File: src/rtl/cpu_ctrl_pkg.sv
// Shared constants and types for the CPU control sequencer.
// Opcode map, microstep/mode encodings and the packed control word.
// CTRL_IDLE is the all-deasserted control word (active-low strobes high).
package cpu_ctrl_pkg;

  typedef enum logic [3:0] {
    OP_NOP = 4'h0,
    OP_LDA = 4'h1,
    OP_ADD = 4'h2,
    OP_SUB = 4'h3,
    OP_STA = 4'h4,
    OP_LDI = 4'h5,
    OP_JMP = 4'h6,
    OP_JC  = 4'h7,
    OP_JZ  = 4'h8,
    OP_OUT = 4'hE,
    OP_HLT = 4'hF
  } opcode_t;

  typedef enum logic [2:0] {
    T0 = 3'd0,
    T1 = 3'd1,
    T2 = 3'd2,
    T3 = 3'd3,
    T4 = 3'd4
  } step_t;

  typedef enum logic {
    MODE_RUN  = 1'b0,
    MODE_HALT = 1'b1
  } mode_t;

  localparam int unsigned NUM_STEPS = 5;

  // Strobes are active-low except alu_sub, which is an active-high select.
  typedef struct packed {
    logic pc_cntn;
    logic pc_den;
    logic pc_din;
    logic mar_inn;
    logic ram_den;
    logic ram_inn;
    logic ir_inn;
    logic ir_den;
    logic a_inn;
    logic a_den;
    logic b_inn;
    logic alu_den;
    logic alu_sub;
    logic out_inn;
  } ctrl_t;

  localparam ctrl_t CTRL_IDLE = '{
    pc_cntn: 1'b1, pc_den: 1'b1, pc_din: 1'b1, mar_inn: 1'b1,
    ram_den: 1'b1, ram_inn: 1'b1, ir_inn: 1'b1, ir_den: 1'b1,
    a_inn:   1'b1, a_den:   1'b1, b_inn:  1'b1, alu_den: 1'b1,
    alu_sub: 1'b0, out_inn: 1'b1
  };

endpackage

File: src/rtl/control_decode.sv
// Microcode ROM: {step, opcode, cf, zf} -> control word plus sequencing hints.
// Purely combinational, zero latency.
// No flow control; the top masks the word for HALT, enable and reset.
module control_decode
  import cpu_ctrl_pkg::*;
(
  input  step_t      step_i,
  input  logic [3:0] opcode_i,
  input  logic       cf_i,
  input  logic       zf_i,
  output ctrl_t      ctrl_o,
  output logic       last_o,
  output logic       flag_we_o,
  output logic       halt_req_o
);

`ifndef SEQ_COND_JUMP_EN
  // Flags only matter to conditional jumps, which decode as NOP here.
  logic unused_flags;
  assign unused_flags = cf_i ^ zf_i;
`endif

  // Microcode table; every data-moving step has exactly one bus driver.
  always_comb begin
    ctrl_o     = CTRL_IDLE;
    last_o     = 1'b0;
    flag_we_o  = 1'b0;
    halt_req_o = 1'b0;
    case (step_i)
      T0: begin
        ctrl_o.pc_den  = 1'b0;
        ctrl_o.mar_inn = 1'b0;
      end
      T1: begin
        ctrl_o.ram_den = 1'b0;
        ctrl_o.ir_inn  = 1'b0;
        ctrl_o.pc_cntn = 1'b0;
      end
      T2: begin
        case (opcode_i)
          OP_LDA, OP_ADD, OP_SUB, OP_STA: begin
            ctrl_o.ir_den  = 1'b0;
            ctrl_o.mar_inn = 1'b0;
          end
          OP_LDI: begin
            ctrl_o.ir_den = 1'b0;
            ctrl_o.a_inn  = 1'b0;
            last_o        = 1'b1;
          end
          OP_JMP: begin
            ctrl_o.ir_den = 1'b0;
            ctrl_o.pc_din = 1'b0;
            last_o        = 1'b1;
          end
`ifdef SEQ_COND_JUMP_EN
          OP_JC: begin
            if (cf_i) begin
              ctrl_o.ir_den = 1'b0;
              ctrl_o.pc_din = 1'b0;
            end
            last_o = 1'b1;
          end
          OP_JZ: begin
            if (zf_i) begin
              ctrl_o.ir_den = 1'b0;
              ctrl_o.pc_din = 1'b0;
            end
            last_o = 1'b1;
          end
`endif
          OP_OUT: begin
            ctrl_o.a_den   = 1'b0;
            ctrl_o.out_inn = 1'b0;
            last_o         = 1'b1;
          end
          OP_HLT: begin
            halt_req_o = 1'b1;
            last_o     = 1'b1;
          end
          default: last_o = 1'b1;
        endcase
      end
      T3: begin
        case (opcode_i)
          OP_LDA: begin
            ctrl_o.ram_den = 1'b0;
            ctrl_o.a_inn   = 1'b0;
            last_o         = 1'b1;
          end
          OP_ADD, OP_SUB: begin
            ctrl_o.ram_den = 1'b0;
            ctrl_o.b_inn   = 1'b0;
          end
          OP_STA: begin
            ctrl_o.a_den   = 1'b0;
            ctrl_o.ram_inn = 1'b0;
            last_o         = 1'b1;
          end
          default: last_o = 1'b1;
        endcase
      end
      T4: begin
        if (opcode_i == OP_ADD || opcode_i == OP_SUB) begin
          ctrl_o.alu_den = 1'b0;
          ctrl_o.a_inn   = 1'b0;
          ctrl_o.alu_sub = (opcode_i == OP_SUB);
          flag_we_o      = 1'b1;
        end
        last_o = 1'b1;
      end
      default: last_o = 1'b1;
    endcase
  end

endmodule

File: src/rtl/control_sequencer.sv
// Fetch/decode/execute controller driving all bus strobes; optional SEQ_COND_JUMP_EN adds JC/JZ + flags.
// Strobes are combinational from current state; state advances one microstep per enabled cycle.
// i_en low freezes state and idles strobes; reset, HALT or PC overflow in T0 also idle them.
module control_sequencer
  import cpu_ctrl_pkg::*;
(
  input  logic       i_clk,
  input  logic       i_rst,
  input  logic       i_en,
  input  logic [7:0] i_instr,
  input  logic       i_carry,
  input  logic       i_zero,
  input  logic       i_pc_overflow,
  output logic       o_pc_cntn,
  output logic       o_pc_den,
  output logic       o_pc_din,
  output logic       o_mar_inn,
  output logic       o_ram_den,
  output logic       o_ram_inn,
  output logic       o_ir_inn,
  output logic       o_ir_den,
  output logic       o_a_inn,
  output logic       o_a_den,
  output logic       o_b_inn,
  output logic       o_alu_den,
  output logic       o_alu_sub,
  output logic       o_out_inn,
  output logic       o_halt,
  output logic [2:0] o_step
);

  step_t step_q, step_d;
  mode_t mode_q, mode_d;
  logic  cf_dec, zf_dec;

  ctrl_t dec_ctrl;
  ctrl_t ctrl;
  logic  dec_last, dec_flag_we, dec_halt_req;
  logic  running, overflow_stop;

`ifdef SEQ_COND_JUMP_EN
  logic cf_q, cf_d, zf_q, zf_d;
  assign cf_dec = cf_q;
  assign zf_dec = zf_q;
  logic unused_ok;
  assign unused_ok = ^i_instr[3:0];
`else
  assign cf_dec = 1'b0;
  assign zf_dec = 1'b0;
  logic unused_ok;
  assign unused_ok = ^{i_instr[3:0], i_carry, i_zero, dec_flag_we};
`endif

  control_decode u_decode (
    .step_i     (step_q),
    .opcode_i   (i_instr[7:4]),
    .cf_i       (cf_dec),
    .zf_i       (zf_dec),
    .ctrl_o     (dec_ctrl),
    .last_o     (dec_last),
    .flag_we_o  (dec_flag_we),
    .halt_req_o (dec_halt_req)
  );

  assign running       = i_en && (mode_q == MODE_RUN);
  assign overflow_stop = (step_q == T0) && i_pc_overflow;

  // State register: step, mode and (optionally) ALU flags.
  always_ff @(posedge i_clk) begin
    if (i_rst) begin
      step_q <= T0;
      mode_q <= MODE_RUN;
`ifdef SEQ_COND_JUMP_EN
      cf_q   <= 1'b0;
      zf_q   <= 1'b0;
`endif
    end else begin
      step_q <= step_d;
      mode_q <= mode_d;
`ifdef SEQ_COND_JUMP_EN
      cf_q   <= cf_d;
      zf_q   <= zf_d;
`endif
    end
  end

  // Next state: advance a microstep, wrap on the last one, enter HALT on request or overflow.
  always_comb begin
    step_d = step_q;
    mode_d = mode_q;
`ifdef SEQ_COND_JUMP_EN
    cf_d   = cf_q;
    zf_d   = zf_q;
`endif
    if (running) begin
      if (overflow_stop) begin
        mode_d = MODE_HALT;
      end else if (dec_last) begin
        step_d = T0;
        if (dec_halt_req) mode_d = MODE_HALT;
`ifdef SEQ_COND_JUMP_EN
        if (dec_flag_we) begin
          cf_d = i_carry;
          zf_d = i_zero;
        end
`endif
      end else begin
        step_d = step_t'(step_q + 3'd1);
      end
    end
  end

  // Outputs: decoded word only while running; reset, stall, HALT and overflow idle the bus.
  always_comb begin
    ctrl = CTRL_IDLE;
    if (running && !i_rst && !overflow_stop) ctrl = dec_ctrl;
    o_pc_cntn = ctrl.pc_cntn;
    o_pc_den  = ctrl.pc_den;
    o_pc_din  = ctrl.pc_din;
    o_mar_inn = ctrl.mar_inn;
    o_ram_den = ctrl.ram_den;
    o_ram_inn = ctrl.ram_inn;
    o_ir_inn  = ctrl.ir_inn;
    o_ir_den  = ctrl.ir_den;
    o_a_inn   = ctrl.a_inn;
    o_a_den   = ctrl.a_den;
    o_b_inn   = ctrl.b_inn;
    o_alu_den = ctrl.alu_den;
    o_alu_sub = ctrl.alu_sub;
    o_out_inn = ctrl.out_inn;
    o_halt    = (mode_q == MODE_HALT);
    o_step    = step_q;
  end

endmodule

File: config.mk
export PLATFORM = sky130hd
export DESIGN_NAME = control_sequencer
export DESIGN_NICKNAME = d
export VERILOG_FILES = /design/src/rtl/cpu_ctrl_pkg.sv /design/src/rtl/control_decode.sv /design/src/rtl/control_sequencer.sv
export SDC_FILE = /design/constraint.sdc
export NUM_CORES = 1
export LEC_CHECK = 0
export CORE_MARGIN = 2
export CORE_UTILIZATION = 39
export CTS_BUF_LIST = sky130_fd_sc_hd__clkbuf_4
export DETAILED_ROUTE_END_ITERATION = 6
export GPL_ROUTABILITY_DRIVEN = 0
export PLACE_DENSITY = 0.89
export SETUP_SLACK_MARGIN = 0.3
export SLEW_MARGIN = 20
export SYNTH_ARGS = -nofsm -noshare
export SYNTH_HDL_FRONTEND = slang
export SYNTH_SLANG_ARGS = --single-unit
File: constraint.sdc
create_clock -name i_clk -period 2.38 [get_ports i_clk]
set_clock_uncertainty 0.05 [all_clocks]
set_input_delay 0.238 -clock i_clk [delete_from_list [all_inputs] [get_ports i_clk]]
set_output_delay 0.238 -clock i_clk [all_outputs]
set_load 0.02 [all_outputs]
* Word-level counts from Yosys, hierarchy flattened
Cells that the tools add are included.
** Operators by class
- $add $sub $neg :: 1
- Equal/unequal tests :: 12
- Mux-type cells :: 31
- Bitwise operators :: 2
- Reduce and logical (&&, ||, !) cells :: 17
** Operator list (count)
- 2-to-1 mux 1 bit :: 22
- 2-to-1 mux 14 bit :: 1
- equality test 4 x 3 -> 1 bit, second input constant :: 3
- equality test 4 x 2 -> 1 bit, second input constant :: 2
- equality test 4 bit, second input constant :: 2
- equality test 3 x 2 -> 1 bit, second input constant :: 2
- case mux 1 bit (2 select lines) :: 3
- case mux 1 bit (3 select lines) :: 2
- OR reduction 6 bit :: 1
- equality test 4 x 1 -> 1 bit, second input constant :: 1
- logical AND 1 bit :: 4
- 2-to-1 mux 2 bit :: 2
- nonzero test 2 bit :: 2
- OR reduction 2 bit :: 2
- OR reduction 4 bit :: 1
- adder 3 x 1 -> 3 bit, second input constant :: 1
- equality test 3 x 1 -> 1 bit, second input constant :: 1
- equality test 3 bit, second input constant :: 1
- logical NOT 3 bit :: 1
- 2-to-1 mux 3 bit :: 1
- AND reduction 3 bit :: 1
- OR reduction 3 bit :: 1
- logical NOT 1 bit :: 2
- NOT 1 bit :: 2
- 2 further kinds :: 2
** Storage, ports and cells
- Register bits after elaboration :: 4
- Input bits :: 14
- Logic and storage cells :: 65

* Depth between registers and ports, before layout
Gate-level depths: netlist of the first run.
- Depth after elaboration :: 6
- Gate-level depth with buffers :: 8

* Modules after synthesis
From an unflattened synthesis of the first run, not the netlist that was laid out.
** Unflattened totals
- Cell total of the unflattened synthesis :: 84
- Area total of the unflattened synthesis :: 611.8 µm²
** Modules (own cells, without submodules)
- control_sequencer :: times used 1, cells each 42, area an instance 334.1 µm²
- control_decode :: times used 1, cells each 42, area an instance 277.8 µm²

* Worst setup path after synthesis of the first run
OpenSTA, ideal clock, no wires.
- Path type :: register -> output
- Start :: register step_q[0], in the netlist o_step[0]
- End :: output o_pc_cntn
- Data arrival time :: 1621 ps
- Required time :: 2092 ps
- Slack :: 471 ps
- Stages on the path, launching flop included :: 8
- Cell sequence :: dfxtp_1 > inv_1 > ha_1 > nand3b_1 > nand2_1 > nor2_1 > nand2_1 > buf_4
** On the way
- Cells in the longest elaborated chain, start to end :: 5
- Elaborated cells between the ends (all ways) :: 7
- Those cells by class :: eq/ne (1); mux (2); reduce/logical (4)
** Ends and longest elaborated chain
- start: declaration :: line control_sequencer.sv:32 : step_t step_q, step_d;
- start signal: assignment :: line control_sequencer.sv:78 : step_q <= step_d;
- logical NOT 3 bit :: line control_sequencer.sv:66 : assign overflow_stop = (step_q == T0) && i_pc_overflow;
- logical AND 1 bit :: line control_sequencer.sv:66
- logical NOT 1 bit :: line control_sequencer.sv:116 : if (running && !i_rst && !overflow_stop) ctrl = dec_ctrl;
- logical AND 1 bit :: line control_sequencer.sv:116
- 2-to-1 mux 14 bit (*) :: line control_sequencer.sv:116
- end: declaration :: line control_sequencer.sv:14 : output logic o_pc_cntn,
Every way passes the cells marked *; elsewhere a longest branch is shown, timed or not.

* Worst setup path after layout of the first run
- Start :: register step_q[1], in the netlist o_step[1]
- End :: output o_ram_den
** On the way
- Cells in the longest elaborated chain, start to end :: 5
- Elaborated cells between the ends (all ways) :: 8
- Those cells by class :: eq/ne (2); mux (2); reduce/logical (4)
** Ends and longest elaborated chain
- parallel branches: the longest is 4 deep, another holds equality test 3 x 2 -> 1 bit
- 2-to-1 mux 14 bit (*) :: line control_sequencer.sv:116
- end: declaration :: line control_sequencer.sv:18 : output logic o_ram_den,
Mark *: on every way between the ends.

==> results of run 1 <==
## area by class of cell
type / count / area, um^2
timing repair buffer: 33 / 290.3
sequential: 4 / 85.08
inverter: 5 / 18.77
multi-input combinational: 61 / 478.0
clock buffer: 3 / 22.52
tap: 15 / 18.77
fill: 123 / 404.1
## power groups by stage
stage | Combinational (W) | Sequential [W] | Clock, W
floorplan | 0.0000682 | 0.0000854 | 0
global placement | 0.000121 | 0.0000798 | 0
detailed placement | 0.000124 | 0.0000805 | 0
CTS | 0.000129 | 0.0000817 | 0.0000912
global route | 0.000147 | 0.0000828 | 0.0000976
finish | 0.000135 | 0.0000817 | 0.0000863
## through the flow
step | utilization [%] | instance area (um^2)
2_1_floorplan | - | 563.0
4_1_cts | 67.62 | 890.9
3_3_place_gp | 63.63 | 838.3
5_1_grt | 69.33 | 913.4
3_5_place_dp | 63.63 | 838.3
6_report | 69.33 | 913.4
## final timing paths
check / slack, ps / start / end / cells past startpoint
worst max-delay path: 390 / o_step[1] / o_ram_den / 6
worst max register to register: 530 / o_step[0] / o_step[2] / 7
worst min register to register: 420 / o_step[0] / o_step[0] / 1
worst min-delay path: 420 / o_step[0] / o_step[0] / 1
## flip-flops by register name (all words and copies together) (netlist names)
register / count
o_step: 3
o_halt: 1
## cell usage in the layout, fill, tap and decap left out, types with 3 or more instances in the layout
cell type	count
nor3b_4	3
a21oi_1	3
clkbuf_4	3
nand2_1	10
nand3_1	6
buf_4	8
nor2_1	7
inv_1	4
ha_1	3
clkdlybuf4s50_1	7
dlygate4sd2_1	14
## cell families (layout without fill, tap and decap cells)
family	count (synthesis)	count (layout)	share of synthesized area [%]
AND/OR/NAND/NOR	42	42	41.78
flip-flops	4	4	14.22
AO/OA/AOI/OAI	14	14	21.34
buffers and inverters	10	41	11.55
adder cells (fa/ha/maj)	5	5	11.11
## layer usage
metal / vias to the layer above / wire length [um] / part of all wire (%) / global-route usage, %
met1: 293 / 611 / 38 / 20.31
li1: 328 / - / - / -
met5: - / 0 / 0 / 0
met4: 0 / 27 / 1.7 / 11.61
met3: 2 / 96 / 6.0 / 3.879
met2: 24 / 873 / 54 / 38.75
## timing repair
| action | 4_1_cts | 5_1_grt |
|---|---|---|
| setup buffers | 0 | 1 |
| setup endpoints to repair | 14 | 12 |
| pin swaps | 1 | 2 |
| endpoints found under the hold margin | 0 | 0 |
| gates resized for setup | 29 | 9 |
==> results.toml, run 1 <==
[synthesis]
synth_nets = 94
synth_cell_types = 32
synth-edff-count = 0
yosysMostFrequentCell = "nand2_1"
yosysTopAreaCellShare_pct = 14.22
synth_top_area_cell = "dfxtp_1"
syn_area_per_cell_um2 = 7.507
yosysSeqAreaShare_pct = 14.22
synthArstFlopShare_pct = 0
ys_top_cells_by_area = "dfxtp_1 (14%), ha_1 (11%), nand2_1 (7.3%)"
netlist_top_cells_count = "nand2_1 (11), nor2_1 (9), nand3_1 (6)"
synth_ff_type = "dfxtp_1"
syn_area_um2 = 563.0
syn_inst = 75
ys_ff_latch = 4
yosys_warnings = 0

[global_routing]
grt.total_usage_pct = 20.43
antenna_found_initial = 0
grt_pass1_vias = 617
grt_max_degree = 11
gr-total-overflow = 0
grt_pass1_wl_um = 2697

[worst_setup_path]
crit_family = "adder cells"
path_cells = "ha_1, ha_2, nor2_1, a22o_1, nand2_1, clkdlybuf4s15_1"
critPathMaxFanout = 8
cp_num_buf_inv = 1
cp-end-kind = "primary output"
worst_path_largest_cell_delay_ps = 370
cp-start-kind = "register"
crit_type = "register to primary output"
worstPathRequired_ps = 2090
critPathArrivalTime_ps = 1700
crit_slowest_cell = "dfxtp_2"

[placed_design]
dp_cells = 117
io_buffers = 25
dpl_worst_slack_ps = 29.63
dp_hpwl_um = 1172

[drt]
vias_per_cell = 5.347
postRouteAntennaNets = 0
wl_per_cell_um = 13.29
drc_errors = 0
drtIter0Drc = 8
vias = 647
firstDrtPassIters = 4
routed_wl_um = 1608

[power]
comb_power_share_pct = 44.6
power.density_nw_per_um2 = 332.2
peakVddDrop_mv = 0.2690
internal-power_w = 0.0001938
power.share.switching_pct = 36.15
clkPwrFrac_pct = 28.4
switchingPower_w = 0.0001097
p_seq_share_pct = 26.9
p_total_w = 0.0003035
leakage_nw = 0.3434

[floorplanning]
rows = 13
die_x_um = 42.00
core_um2 = 1318
start_util_pct = 42.74
ios = 32
die_y_um = 42.00
dieArea_um2 = 1764

[timing]
slew_headroom_pct = 68.23
post-route-min-period_ps = 1985
fin_crit_sh_pct = 83.41
fmax_ghz = 0.5037
finalHoldWorstSlack_ps = 422.4
setup_viol = 0
rsz0062_at_grt = "false"
tns_ps = 0
hold_viol_final = 0
tightest_slew_ps = 475.8
setup_slack_ps = 394.9
slew_violations = 0

[clocking]
cts_hold_buf = 0
cts.path.max_buffers = 2
numClockSinks = 4
cts_max_level = 1
root_buffer = "clkbuf_4"
cts.clk_slew.worst_paths_ps = 40
cts_buffers = 3
cts_tree = "done"
clkLatencyLatePin_ps = 240

[final_layout]
layout-drive-gt1-share_pct = 29.25
nets = 127
instances_no_fill = 121
area_growth_pct = 62.22
diodes = 0

[hold_path]
min_path_type = "register to register"

[flow_run]
drv_cap = 0

[run_status]
status = "finished, final reports clean"
Power figures use the tool's default switching activity.
==> run 2: changes to the inputs <==
--- a/config.mk
+++ b/config.mk
@@ -6,11 +6,11 @@
 export NUM_CORES = 1
 export LEC_CHECK = 0
 export CORE_MARGIN = 2
-export CORE_UTILIZATION = 39
+export CORE_UTILIZATION = 35
 export CTS_BUF_LIST = sky130_fd_sc_hd__clkbuf_4
 export DETAILED_ROUTE_END_ITERATION = 6
 export GPL_ROUTABILITY_DRIVEN = 0
-export PLACE_DENSITY = 0.89
+export PLACE_DENSITY = 0.84
 export SETUP_SLACK_MARGIN = 0.3
 export SLEW_MARGIN = 20
 export SYNTH_ARGS = -nofsm -noshare
==> constraint.sdc (replaced) <==
create_clock -name i_clk -period 1.6 [get_ports i_clk]
set_clock_uncertainty 0.05 [all_clocks]
set_input_delay 0.16 -clock i_clk [delete_from_list [all_inputs] [get_ports i_clk]]
set_output_delay 0.16 -clock i_clk [all_outputs]
set_load 0.02 [all_outputs]
==> results.toml, run 2 (same netlist as run 1, synthesis figures left out) <==
[drt]
drtIter0Drc = 14
drc_errors = 0
routed_wl_um = 2665
vias_per_cell = 5.397
firstDrtPassIters = 4
wl_per_cell_um = 17.08
postRouteAntennaNets = 0
vias = 842

[power]
peakVddDrop_mv = 0.5114
clkPwrFrac_pct = 21.6
leakage_nw = 0.6095
switchingPower_w = 0.0002218
power.share.switching_pct = 37.70
comb_power_share_pct = 58.4
p_seq_share_pct = 20.0
internal-power_w = 0.0003664
power.density_nw_per_um2 = 435.3

[run_status]
violations = "setup timing"
status = "finished, violations left"

[clocking]
cts_max_level = 1
clkLatencyLatePin_ps = 240
cts.clk_slew.worst_paths_ps = 40
cts_hold_buf = 0
cts_buffers = 3
cts.path.max_buffers = 2
numClockSinks = 4
root_buffer = "clkbuf_4"
cts_tree = "done"

[final_layout]
area_growth_pct = 140.0
nets = 161
diodes = 0
layout_commonest_cell = "buf_4"
largest_reg_flops = 3
instances_no_fill = 156
layout-drive-gt1-share_pct = 69.29
final_cell_mix = "buf_4 (35), buf_6 (19), dlygate4sd2_1 (8)"

[worst_setup_path]
path_cells = "ha_1, ha_4, nor2_2, a22o_1, nand2_2, clkdlybuf4s15_2"
cp-start-kind = "register"
worstPathRequired_ps = 1390
critPathMaxFanout = 6
cp_num_buf_inv = 1
crit_type = "register to primary output"
worst_path_largest_cell_delay_ps = 350
crit_slowest_cell = "dfxtp_4"
crit_family = "adder cells"
critPathArrivalTime_ps = 1620
cp-end-kind = "primary output"

[floorplanning]
rows = 14
die_y_um = 44.11
core_um2 = 1506
die_x_um = 44.11
dieArea_um2 = 1946
start_util_pct = 37.38
ios = 32

[timing]
setup_viol = 17
fin_crit_sh_pct = 114.2
slew_headroom_pct = 70.66
hold_viol_final = 0
slew_violations = 0
tightest_slew_ps = 436.7
post-route-min-period_ps = 1827
tns_ps = -2417
fmax_ghz = 0.5473
rsz0062_at_grt = "true"
setup_slack_ps = -227.3

[global_routing]
grt_pass1_wl_um = 3525
grt_pass1_vias = 825
gr-total-overflow = 0
grt_max_degree = 8
grt.total_usage_pct = 24.79
antenna_found_initial = 0

[placed_design]
io_buffers = 25
dp_hpwl_um = 1551
dp_cells = 139

[flow_run]
drv_cap = 0

[hold_path]
min_path_type = "input pin to register"
[run 2: changes by cell type in the layout (fill, tap and decap cells not counted), moves of 4 or more]
cell / before / now
dlygate4sd2_1: 14 / 8
nand2_4: 0 / 5
buf_6: 0 / 19
buf_4: 8 / 35
nand3_1: 6 / 2
clkdlybuf4s50_1: 7 / 2
nand2_1: 10 / 5
[run 2: timing repair]
item,4_1_cts,5_1_grt
gates resized for setup,96,19
pin swaps,14,9
setup buffers,10,4
endpoints found under the setup margin,22,18
[run 2: power groups by stage]
stage | Clock [W] | Combinational [W] | Sequential (W)
after CTS | 0.000133 | 0.000301 | 0.000117
after detailed placement | 0 | 0.000263 | 0.000119
after floorplan | 0 | 0.000135 | 0.000130
after global placement | 0 | 0.000254 | 0.000118
final | 0.000127 | 0.000344 | 0.000118
after global routing | 0.000137 | 0.000363 | 0.000119
[run 2: per-layer routing]
layer / global-route usage [%] / share of wire, %
met4: 11.52 / 2.4
met2: 46.76 / 55
met1: 26.67 / 37
met5: 0 / 0
met3: 3.673 / 5.6
[run 2: final timing paths]
| kind | startpoint | endpoint | slack [ps] | cells after the start |
|---|---|---|---|---|
| min | i_en | o_halt | 390 | 4 |
| min reg2reg | o_halt | o_halt | 580 | 3 |
| max reg2reg | o_step[1] | o_step[2] | -110 | 7 |
| max | o_step[0] | o_ram_den | -230 | 6 |
[run 2: final cells by class]
class | instances | area [um^2]
fillers | 72 | 155.1
well taps | 16 | 20.02
repair buffers | 67 | 588.1
inverters | 5 | 23.77
flip-flops and latches | 4 | 95.09
multi-input cells | 61 | 601.8
clock buffers | 3 | 22.52
[run 2: tightest hold or removal path: stages]
cell and delay (ps):
dlygate4sd2_1 230, buf_4 120, a21oi_1 50, nor2_1 80
[run 2: per-stage QoR]
stage	power [W]	worst slack, ps	cell area (um^2)	hold WS [ps]	utilization [%]
finish	0.0005882	-227.3	1351	393.6	89.70
global route	0.0006186	-288.4	1351	426.2	89.70
CTS	0.0005518	-198.3	1242	375.1	82.48
detailed placement	0.0003827	-612.8	1122	521.1	74.50
global placement	0.0003725	-584.9	1122	515.8	74.50
floorplan	0.0002646	25.55	694.4	172.7	-
==> run 3: changes to the inputs <==
--- a/config.mk
+++ b/config.mk
@@ -10,9 +10,11 @@
 export CTS_BUF_LIST = sky130_fd_sc_hd__clkbuf_4
 export DETAILED_ROUTE_END_ITERATION = 6
 export GPL_ROUTABILITY_DRIVEN = 0
+export HOLD_SLACK_MARGIN = 0.02
 export PLACE_DENSITY = 0.84
 export SETUP_SLACK_MARGIN = 0.3
 export SLEW_MARGIN = 20
 export SYNTH_ARGS = -nofsm -noshare
 export SYNTH_HDL_FRONTEND = slang
 export SYNTH_SLANG_ARGS = --single-unit
+export TNS_END_PERCENT = 5
==> results.toml, run 3 (same netlist as run 1, synthesis figures left out) <==
[floorplanning]
rows = 14
dieArea_um2 = 1946
start_util_pct = 37.38
die_y_um = 44.11
die_x_um = 44.11
core_um2 = 1506
ios = 32

[drt]
vias_per_cell = 5.113
routed_wl_um = 1882
drtIter0Drc = 3
vias = 772
firstDrtPassIters = 3
postRouteAntennaNets = 0
drc_errors = 0
wl_per_cell_um = 12.46

[clocking]
root_buffer = "clkbuf_4"
cts_buffers = 3
cts_tree = "done"
cts.clk_slew.worst_paths_ps = 40
cts.path.max_buffers = 2
cts_max_level = 1
numClockSinks = 4
clkLatencyLatePin_ps = 240

[worst_setup_path]
worst_path_largest_cell_delay_ps = 350
critPathMaxFanout = 3
reg2reg_setup_slack_ps = -100
cp_num_buf_inv = 2
crit_slowest_cell = "dfxtp_4"
crit_family = "simple AND/OR/NAND/NOR gates"
cp-end-kind = "primary output"
cp-start-kind = "register"
critPathArrivalTime_ps = 1620
worstPathRequired_ps = 1390
r2r_start = "o_step[1]"
rr_worst_depth = 7
crit_type = "register to primary output"
r2r_end = "o_step[2]"
path_cells = "inv_4, ha_4, nand4b_1, nor2_2, nand2_1, a211o_1, buf_6"

[final_layout]
finish.instance_area_um2 = 1152
diodes = 0
layout_commonest_cell = "buf_4"
final_cell_mix = "buf_4 (37), nand2_1 (10), buf_2 (7)"
instances_no_fill = 151
layout-drive-gt1-share_pct = 60.00
post-route-util_pct = 76.50
nets = 155
largest_reg_flops = 3
area_growth_pct = 104.7

[placed_design]
dp_cells = 139
place_area_um2 = 1044
dp_hpwl_um = 1414
io_buffers = 25

[timing]
fmax_ghz = 0.5462
tns_ps = -1464
rsz0062_at_grt = "true"
fin_crit_sh_pct = 114.4
post-route-min-period_ps = 1831
hold_viol_final = 0
setup_slack_ps = -230.9
finalHoldWorstSlack_ps = 275.2
tightest_slew_ps = 394.1
slew_headroom_pct = 73.73
setup_viol = 15
slew_violations = 0

[global_routing]
antenna_found_initial = 0
grt_max_degree = 9
grt_pass1_vias = 732
grt.total_usage_pct = 19.33
gr-total-overflow = 0
grt_pass1_wl_um = 2939

[flow_run]
drv_cap = 0

[hold_path]
min_from = "i_en"
min_delay_path_depth = 4
min_to = "o_halt"
min_path_type = "input pin to register"

[power]
internal-power_w = 0.0003594
leakage_nw = 0.5139
clkPwrFrac_pct = 28.7
switchingPower_w = 0.0001810
comb_power_share_pct = 49.6
power.share.switching_pct = 33.50
power.density_nw_per_um2 = 469.0
peakVddDrop_mv = 0.4225
p_seq_share_pct = 21.7

[run_status]
violations = "setup timing"
status = "finished, violations left"
==> run 3: power by group through the flow <==
| stage | registers, W | logic (W) | clock network [W] |
|---|---|---|---|
| 2_1_floorplan | 0.000130 | 0.000117 | 0 |
| 3_3_place_gp | 0.000119 | 0.000236 | 0 |
| 3_5_place_dp | 0.000119 | 0.000242 | 0 |
| 4_1_cts | 0.000118 | 0.000247 | 0.000164 |
| 5_1_grt | 0.000119 | 0.000291 | 0.000165 |
| 6_report | 0.000118 | 0.000268 | 0.000155 |
==> run 3: layout make-up <==
class / instances / area, um^2
clock buffers: 4 / 30.03
fillers: 125 / 354.1
multi-input cells: 61 / 514.2
inverters: 5 / 23.77
repair buffers: 61 / 475.5
well taps: 16 / 20.02
flip-flops and latches: 4 / 88.84
==> run 3: layer usage <==
| layer | vias to the layer above | routed length [um] | GRT usage (%) |
|---|---|---|---|
| met2 | 23 | 1021 | 37.94 |
| met4 | 0 | 23 | 9.091 |
| met1 | 359 | 737 | 20.99 |
| met5 | - | 0 | 0 |
| li1 | 386 | - | - |
| met3 | 4 | 100 | 0.4082 |
==> run 3: repair_timing <==
item / 4_1_cts / 5_1_grt
hold buffers: 0 / 0
buffers inserted: 3 / 5
setup endpoints to repair: 22 / 18
gates resized for setup: 67 / 20
pin swaps: 6 / 10
==> run 3: through the flow <==
stage / worst slack (ps) / power [W]
floorplan: 22.77 / 0.0002478
global placement: -574.9 / 0.0003551
detailed placement: -633.7 / 0.0003617
CTS: -241.8 / 0.0005287
global route: -293.4 / 0.0005748
finish: -230.9 / 0.0005405
==> run 3: worst max-delay path by stage <==
stage | startpoint | to | slack [ps] | depth (start not counted)
after global routing | o_step[0] | o_a_den | -290 | 7
after global placement | i_instr[6] | o_a_den | -570 | 5
after detailed placement | i_instr[6] | o_a_den | -630 | 5
after floorplan | o_step[0] | o_step[2] | 20 | 6
final | o_step[0] | o_a_den | -230 | 7
after CTS | o_step[0] | o_a_den | -240 | 7
==> run 3: worst register-to-register path: cells and delay by family (launching register included) <==
kind,cells,cell delay [ps]
AOI/OAI and AO/OA,3,440
adders and majority gates,1,150
buffers and inverters,2,190
DFF,1,380
and+or+nand+nor,1,340
